<file path="config.mk">
export PLATFORM = sky130hd
export DESIGN_NAME = dircc_avalon_st_sink_monitor
export DESIGN_NICKNAME = d
export VERILOG_FILES = /design/src/rtl/dircc_avalon_st_sink_pkg.sv /design/src/rtl/dircc_sat_counter.sv /design/src/rtl/dircc_avalon_st_sink_monitor.sv
export SDC_FILE = /design/constraint.sdc
export NUM_CORES = 1
export LEC_CHECK = 0
export CAP_MARGIN = 30
export CORE_AREA = 2 2 93 95
export CTS_CLUSTER_DIAMETER = 50
export CTS_CLUSTER_SIZE = 20
export DETAILED_ROUTE_END_ITERATION = 16
export DIE_AREA = 0 0 95 97
export PLACE_DENSITY_LB_ADDON = 0.25
export SYNTH_ARGS = -nofsm -noshare
export SYNTH_HDL_FRONTEND = slang
export SYNTH_SLANG_ARGS = --single-unit
</file>
<file path="constraint.sdc">
create_clock -name clk -period 3 [get_ports clk]
set_clock_uncertainty 0.15 [all_clocks]
set_input_delay 0.75 -clock clk [delete_from_list [all_inputs] [get_ports clk]]
set_output_delay 0.75 -clock clk [all_outputs]
set_load 0.01 [all_outputs]
</file>
<file path="src/rtl/dircc_avalon_st_sink_pkg.sv">
// Shared constants for the Avalon-ST sink monitor.
// Register map, status bit positions, FSM encoding, MODE values.
package dircc_avalon_st_sink_pkg;

  localparam logic [1:0] ADDR_STATUS     = 2'd0;
  localparam logic [1:0] ADDR_PKT_COUNT  = 2'd1;
  localparam logic [1:0] ADDR_BEAT_COUNT = 2'd2;
  localparam logic [1:0] ADDR_CAPTURE    = 2'd3;

  localparam int STS_UNEXPECTED = 15;
  localparam int STS_FRAME_ERR  = 14;
  localparam int STS_OVERFLOW   = 13;
  localparam int STS_IN_PKT     = 0;

  localparam int MODE_STRICT   = 0;
  localparam int MODE_COUNTING = 1;

  typedef enum logic {
    ST_IDLE   = 1'b0,
    ST_IN_PKT = 1'b1
  } frame_state_e;

  function automatic logic [31:0] status_word(
    input logic unexp,
    input logic frame_err,
    input logic ovf,
    input logic in_pkt
  );
    logic [31:0] w;
    w = '0;
    w[STS_UNEXPECTED] = unexp;
    w[STS_FRAME_ERR]  = frame_err;
    w[STS_OVERFLOW]   = ovf;
    w[STS_IN_PKT]     = in_pkt;
    return w;
  endfunction

endpackage

</file>
<file path="src/rtl/dircc_sat_counter.sv">
// Saturating up-counter with synchronous clear.
// Increment beats clear; increment at all-ones pulses overflow.
module dircc_sat_counter #(
  parameter int COUNT_WIDTH = 16
) (
  input  logic                   clk,
  input  logic                   reset,
  input  logic                   inc,
  input  logic                   clr,
  output logic [COUNT_WIDTH-1:0] count,
  output logic                   overflow
);

  logic [COUNT_WIDTH-1:0] count_q;
  logic [COUNT_WIDTH-1:0] count_d;

  assign count = count_q;

  // next count: clear, then increment (clear+inc reads 1)
  always_comb begin
    count_d  = count_q;
    overflow = 1'b0;
    if (clr) begin
      count_d = '0;
    end
    if (inc) begin
      if (clr) begin
        count_d = COUNT_WIDTH'(1);
      end else if (&count_q) begin
        overflow = 1'b1;
      end else begin
        count_d = count_q + COUNT_WIDTH'(1);
      end
    end
  end

  // count register
  always_ff @(posedge clk) begin
    if (reset) begin
      count_q <= '0;
    end else begin
      count_q <= count_d;
    end
  end

endmodule

</file>
<file path="src/rtl/dircc_avalon_st_sink_monitor.sv">
// Avalon-ST sink that checks framing and counts packets/beats.
// Optional first-beat capture: define DIRCC_ST_SINK_CAPTURE_EN.
module dircc_avalon_st_sink_monitor
  import dircc_avalon_st_sink_pkg::*;
#(
  parameter int DATA_WIDTH  = 32,
  parameter int EMPTY_WIDTH = 2,
  parameter int COUNT_WIDTH = 16,
  parameter int MODE        = 0
) (
  input  logic                   clk,
  input  logic                   reset,
  input  logic [DATA_WIDTH-1:0]  in_data,
  input  logic [EMPTY_WIDTH-1:0] in_empty,
  input  logic                   in_startofpacket,
  input  logic                   in_endofpacket,
  input  logic                   in_valid,
  output logic                   in_ready,
  input  logic [1:0]             csr_address,
  input  logic                   csr_read,
  input  logic                   csr_write,
  input  logic [31:0]            csr_writedata,
  output logic [31:0]            csr_readdata,
  output logic                   irq
);

  localparam logic STRICT = (MODE == MODE_STRICT);

  logic         ready_q, ready_d;
  frame_state_e state_q, state_d;
  logic         unexp_q, unexp_d;
  logic         frame_q, frame_d;
  logic         ovf_q, ovf_d;
  logic         irq_q, irq_d;
  logic [31:0]  rdata_q, rdata_d;

  logic accept;
  logic pkt_done;
  logic frame_set;
  logic sts_wr;
  logic pkt_clr;
  logic beat_clr;
  logic pkt_ovf;
  logic beat_ovf;
  logic [COUNT_WIDTH-1:0] pkt_count;
  logic [COUNT_WIDTH-1:0] beat_count;
  logic [31:0] sts_word;
  logic [31:0] cap_word;
  logic unused_in;

  assign in_ready     = ready_q;
  assign csr_readdata = rdata_q;
  assign irq          = irq_q;

  assign accept   = in_valid & ready_q;
  assign sts_wr   = csr_write & (csr_address == ADDR_STATUS);
  assign pkt_clr  = csr_write & (csr_address == ADDR_PKT_COUNT);
  assign beat_clr = csr_write & (csr_address == ADDR_BEAT_COUNT);

  assign unused_in = ^{in_empty, in_data,
                       csr_writedata[31:16],
                       csr_writedata[12:0]};

  assign sts_word = status_word(unexp_q, frame_q, ovf_q,
                                state_q == ST_IN_PKT);

  dircc_sat_counter #(
    .COUNT_WIDTH(COUNT_WIDTH)
  ) u_pkt_cnt (
    .clk     (clk),
    .reset   (reset),
    .inc     (pkt_done),
    .clr     (pkt_clr),
    .count   (pkt_count),
    .overflow(pkt_ovf)
  );

  dircc_sat_counter #(
    .COUNT_WIDTH(COUNT_WIDTH)
  ) u_beat_cnt (
    .clk     (clk),
    .reset   (reset),
    .inc     (accept),
    .clr     (beat_clr),
    .count   (beat_count),
    .overflow(beat_ovf)
  );

  // framing FSM: next state, packet-complete and framing-error pulses
  always_comb begin
    state_d   = state_q;
    pkt_done  = 1'b0;
    frame_set = 1'b0;
    if (accept) begin
      unique case (state_q)
        ST_IDLE: begin
          if (in_startofpacket) begin
            if (in_endofpacket) begin
              pkt_done = 1'b1;
            end else begin
              state_d = ST_IN_PKT;
            end
          end else begin
            frame_set = 1'b1;
          end
        end
        ST_IN_PKT: begin
          if (in_startofpacket) begin
            frame_set = 1'b1;
          end
          if (in_endofpacket) begin
            pkt_done = 1'b1;
            state_d  = ST_IDLE;
          end
        end
      endcase
    end
  end

  // sticky status bits: W1C, with set taking priority
  always_comb begin
    ready_d = 1'b1;
    unexp_d = unexp_q;
    frame_d = frame_q;
    ovf_d   = ovf_q;
    if (sts_wr && csr_writedata[STS_UNEXPECTED]) begin
      unexp_d = 1'b0;
    end
    if (sts_wr && csr_writedata[STS_FRAME_ERR]) begin
      frame_d = 1'b0;
    end
    if (sts_wr && csr_writedata[STS_OVERFLOW]) begin
      ovf_d = 1'b0;
    end
    if (accept && STRICT) begin
      unexp_d = 1'b1;
    end
    if (frame_set) begin
      frame_d = 1'b1;
    end
    if (pkt_ovf || beat_ovf) begin
      ovf_d = 1'b1;
    end
    irq_d = unexp_q | frame_q | ovf_q;
  end

  // CSR read mux, registered; holds when not reading
  always_comb begin
    rdata_d = rdata_q;
    if (csr_read) begin
      unique case (csr_address)
        ADDR_STATUS:     rdata_d = sts_word;
        ADDR_PKT_COUNT:  rdata_d = 32'(pkt_count);
        ADDR_BEAT_COUNT: rdata_d = 32'(beat_count);
        ADDR_CAPTURE:    rdata_d = cap_word;
      endcase
    end
  end

  // control and status registers
  always_ff @(posedge clk) begin
    if (reset) begin
      ready_q <= 1'b0;
      state_q <= ST_IDLE;
      unexp_q <= 1'b0;
      frame_q <= 1'b0;
      ovf_q   <= 1'b0;
      irq_q   <= 1'b0;
      rdata_q <= '0;
    end else begin
      ready_q <= ready_d;
      state_q <= state_d;
      unexp_q <= unexp_d;
      frame_q <= frame_d;
      ovf_q   <= ovf_d;
      irq_q   <= irq_d;
      rdata_q <= rdata_d;
    end
  end

`ifdef DIRCC_ST_SINK_CAPTURE_EN
  logic [31:0] cap_q, cap_d;
  logic        armed_q, armed_d;

  assign cap_word = cap_q;

  // grab first accepted beat; status write re-arms
  always_comb begin
    cap_d   = cap_q;
    armed_d = armed_q;
    if (accept && armed_q) begin
      cap_d   = 32'(in_data);
      armed_d = 1'b0;
    end
    if (sts_wr) begin
      armed_d = 1'b1;
    end
  end

  // capture registers
  always_ff @(posedge clk) begin
    if (reset) begin
      cap_q   <= '0;
      armed_q <= 1'b1;
    end else begin
      cap_q   <= cap_d;
      armed_q <= armed_d;
    end
  end
`else
  assign cap_word = '0;
`endif

endmodule

</file>
**Word-level counts from Yosys, hierarchy flattened**

Cells that the tools add are included.

- Register bits after elaboration: 70
- Bits of input ports: 75
- Output and inout bits: 34

- Add/subtract/negate cells: 2
- Equal/unequal tests: 3
- Multiplexer cells: 33
- Bitwise operators: 7
- Reductions and logical operators: 10

Operator list:

| operator | count |
|---|---|
| 16-bit 2-to-1 mux | 8 |
| 32-bit case mux with 4 select lines | 1 |
| 16-bit by 1-bit adder with 16-bit output, second input constant | 2 |
| 16-bit AND reduction | 2 |
| 1-bit 2-to-1 mux | 21 |
| 1-bit case mux with 2 select lines | 3 |
| 2-bit nonzero test | 3 |
| 1-bit AND | 4 |
| 2-bit equality test, second input constant | 2 |
| 1-bit logical AND | 3 |
| 2-bit by 1-bit equality test with 1-bit output, second input constant | 1 |
| 2-bit logical NOT | 1 |
| 1-bit OR | 2 |
| 1-bit logical OR | 1 |
| 1-bit NOT | 1 |

**Depth between registers and ports, before layout**

- Depth after elaboration: 7
- Gate-level depth with buffers: 7
- Gate-level depth less buffers: 5

**Cells and area by module**

From an unflattened synthesis, not the netlist that was laid out.

- Cell total of the unflattened synthesis: 326
- Area, all modules: 2856.5 µm²

Modules (own cells, without submodules):

| module | times used | cells an instance | area an instance (µm²) |
|---|---|---|---|
| dircc_sat_counter | 2 | 99 | 855.8 |
| dircc_avalon_st_sink_monitor | 1 | 128 | 1144.8 |

**Worst setup path after synthesis**

OpenSTA, ideal clock, no wires.

- Path type: in2reg
- Start point: in in_valid
- End point: reg u_beat_cnt.count_q[9], in the netlist u_beat_cnt.count[9]
- Data arrival time: 1.867 ns
- Required time: 2.780 ns
- Setup slack: 0.913 ns
- Stages: 4
- Cells stage by stage: and4_1 -> nand3_1 -> or4_2 -> a21oi_1

- Longest elaborated chain between the ends: 2

RTL lines:

| item | line | RTL |
|---|---|---|
| from (decl) | dircc_avalon_st_sink_monitor.sv:17 | `input logic in_valid,` |
| 1-bit AND | dircc_avalon_st_sink_monitor.sv:55 | `assign accept = in_valid & ready_q;` |
| 16-bit 2-to-1 mux | dircc_sat_counter.sv:26 | `if (inc) begin` |
| to (signal assigned) | dircc_sat_counter.sv:42 | `count_q <= count_d;` |
| to (decl) | dircc_sat_counter.sv:14 | `logic [COUNT_WIDTH-1:0] count_q;` |

No other way between the ends.
A chain may end at the register's enable or synchronous reset.

**Final worst setup path**

Same ends and word-level chain as after synthesis.

==> summary.md <==
| Metric | Value |
|---|---|
| Worst Max-Slew Pin Slew | `around 0.74 ns` |
| DRC Markers | `0` |
| HP Class | `reg2reg` |
| Reg-to-reg endpoint | `u_beat_cnt.count[7]` |
| Antenna Nets Post-Route | `0` |
| Setup slack, reg-to-reg | `about 0.89 ns` |
| Synth top area share | `a little under two fifths` |
| Synthesis Warnings | `0` |
| Setup crit start kind | `primary input` |
| PD cells | `between 400 and 500 mW/mm²` |
| Clock sinks | `54` |
| Worst rel slew slack | `around half` |
| First-pass GRT wire length | `~11000 µm` |
| Vias in the first global route | `~2.3k` |
| Final worst slack | `0.480 ns` |
| TritonCTS Buffers | `5` |
| H-tree depth | `2` |
| Most numerous cell in the Yosys netlist | `dfxtp_1` |
| Inserted Diodes | `0` |
| Max Clk Rate | `around 0.4 GHz` |
| Crit Path Max Fanout | `5` |
| CTS max path bufs | `2` |
| Worst skew pair latency | `around 0.31 ns` |
| Async S/R FF share, synth | `0%` |
| Post-synth top cells | `54 x dfxtp_1, 28 x nor2_1, 27 x a21oi_1` |
| Die Y | `~97 µm` |
| Number of synthesized flops with an enable pin | `0` |
| Storage cell area | `0.00108 mm²` |
| RSZ-0062 raised after global routing | `no` |
| Number of I/O pins | `109` |
| Postcts setup bufs | `0` |
| Post-DP HPWL | `approximately 5200 µm` |
| Peak supply drop | `approximately 0.26 mV` |
| Status | `finished clean` |
| Largest net degree at the start of global routing | `33` |
| Final #Nets | `439` |
| Register area share after synthesis | `approximately two fifths` |
| Leakage | `1.11 nW` |
| Initial antenna violation count | `0` |
| Reg clk slew, reported paths | `~0.10 ns` |
| PortBufs | `29` |
| Period utilisation layout | `a little over four fifths` |
| Final RePlAce weighted congestion | `~0.84` |
| Critical path type | `in2reg` |
| Root buf cell | `clkbuf_8` |
| Area of the core | `0.00813 mm²` |
| Cell area after synthesis | `~0.0028 mm²` |
| Die ar. | `a little over 0.009 mm²` |
| Synth area leaders | `dfxtp_1 38%, a211oi_1 5.0%, a21oi_1 4.8%` |
| WL final | `a little under 7000 µm` |
| R2R depth | `5` |
| Worst Hold End | `csr_readdata[12]` |
| Hold Vio Cnt, Final | `0` |
| Max-cap violations | `0` |
| Synth Area per Inst | `about 8.4 µm²` |
| GRT Residual Overflow | `0` |
| Data required time of the worst path | `between 3 and 4 ns` |
| Multi-input logic area | `about 0.0016 mm²` |
| Fin area | `approximately 0.0033 mm²` |
| Wire per inst | `approximately 15 µm` |
| CTS tree | `built` |
| Cts repair resizes | `0` |
| Post-synthesis cell type count | `50` |
| Main synth FF type | `dfxtp_1` |
| Drt pass-1 iters | `4` |
| Hold Startpoint | `csr_readdata[12]` |
| Final hold slack | `around 0.34 ns` |
| DRT iter0 DRCs | `~120` |
| Flops & latches, synth | `54` |
| Area leader, netlist | `dfxtp_1` |
| Setup tns final | `0 ns` |
| CTS Hold Bufs | `0` |
| Via density | `~5.5` |
| Worst R2R Start | `u_beat_cnt.count[0]` |
| Row count | `33` |
| Fill count | `829` |
| Total power | `roughly 0.0015 W` |
| Syn-to-layout area delta | `17.1%` |
| Critical Path End Type | `flip-flop` |
| Via count | `between 2k and 3k` |
| Setup-failing EPs final | `0` |
| Die Wd | `approximately 95 µm` |
| Critical Path AT | `approximately 2.6 ns` |
| Fin crit period | `roughly 2.5 ns` |
| Dpl ws | `~0.18 ns` |
| Cell Area, Placed | `around 0.0032 mm²` |
| Total GRT Usage | `between 15 and 20%` |
| Post-synthesis cell count | `between 300 and 400` |
| Starting density of the core | `between 30% and 40%` |
| Hold path depth | `2` |
| Pins Over Slew Limit | `0` |
| Layout cell share with drive strength beyond 1 | `under 10%` |
## per-layer routing
layer / vias up / global-route usage, % / wire length, µm
met1: 1212 / 20.3 / 3200
met2: 58 / 24.6 / 3240
li1: 1283 / - / -
met3: 8 / 2.88 / 307
met5: - / 0 / 0
met4: 0 / 4.46 / 97
## cells in the final DEF (no fill, tap or decap), drive strengths merged, types with 9 or more instances in the layout
cell type	count
a22oi	13
nor4	9
clkdlybuf4s50	29
buf	10
nor3	10
or3	10
nor2	28
a21oi	27
a211oi	19
nand2	26
dfxtp	54
mux2i	11
nand3	16
conb	16
## flip-flops by register name, summed over array words and instances (netlist names)
register,flops
csr_readdata,16
frame_q,1
in_ready,1
irq,1
ovf_q,1
state_q,1
u_beat_cnt.count,16
u_pkt_cnt.count,16
unexp_q,1
## how the worst max path moves through the flow
stage                   from             endpoint  slack [ns]  depth (start not counted)
detailed placement  in_valid  u_beat_cnt.count[9]        0.18                          5
floorplan           in_valid  u_beat_cnt.count[9]        0.91                          4
CTS                 in_valid  u_beat_cnt.count[9]        0.51                          5
finish              in_valid  u_beat_cnt.count[9]        0.48                          5
global route        in_valid  u_beat_cnt.count[9]        0.42                          5
global placement    in_valid  u_beat_cnt.count[9]        0.23                          5
## cell families (layout without fill, tap and decap cells)
| logic type | Yosys count | count (layout) | synth area share, % |
|---|---|---|---|
| mux | 11 | 11 | 3.90 |
| buf+inv | 43 | 55 | 8.41 |
| flops | 54 | 54 | 38.3 |
| other cells | 1 | 16 | 0.133 |
| fa+ha+maj | 2 | 2 | 0.886 |
| xor+xnor | 2 | 2 | 0.620 |
| compound gates | 93 | 93 | 22.9 |
| simple gates | 130 | 130 | 24.8 |
## critical path: stages
cell and delay (ns):
clkdlybuf4s50_1 0.57, and4_1 0.34, nand3_1 0.17, or4_2 0.63
a21oi_1 0.15
## stage by stage
stage / cells / utilization, %
detailed placement: 460 / 39.0
CTS: 468 / 40.7
floorplan: 351 / -
global placement: 460 / 39.0
finish: 468 / 40.7
global route: 468 / 40.7
## layout make-up
class / instances / area share (%)
Multi-Input combinational cell: 254 / 47.2
Sequential cell: 54 / 32.7
Timing Repair Buffer: 39 / 11.0
Tap cell: 105 / 3.97
Clock buffer: 5 / 2.08
Clock inverter: 3 / 2.08
Inverter: 8 / 0.908
## power by group
| group | internal (W) | switching (W) | total (W) | leakage [nW] |
|---|---|---|---|---|
| combinational | 0.0000640 | 0.0000776 | 0.000142 | 0.605 |
| sequential | 0.000733 | 0.0000113 | 0.000744 | 0.439 |
| clock | 0.000334 | 0.000248 | 0.000582 | 0.0683 |
| total | 0.00113 | 0.000337 | 0.00147 | 1.11 |
No activity file was read; power rests on OpenSTA's default activity.
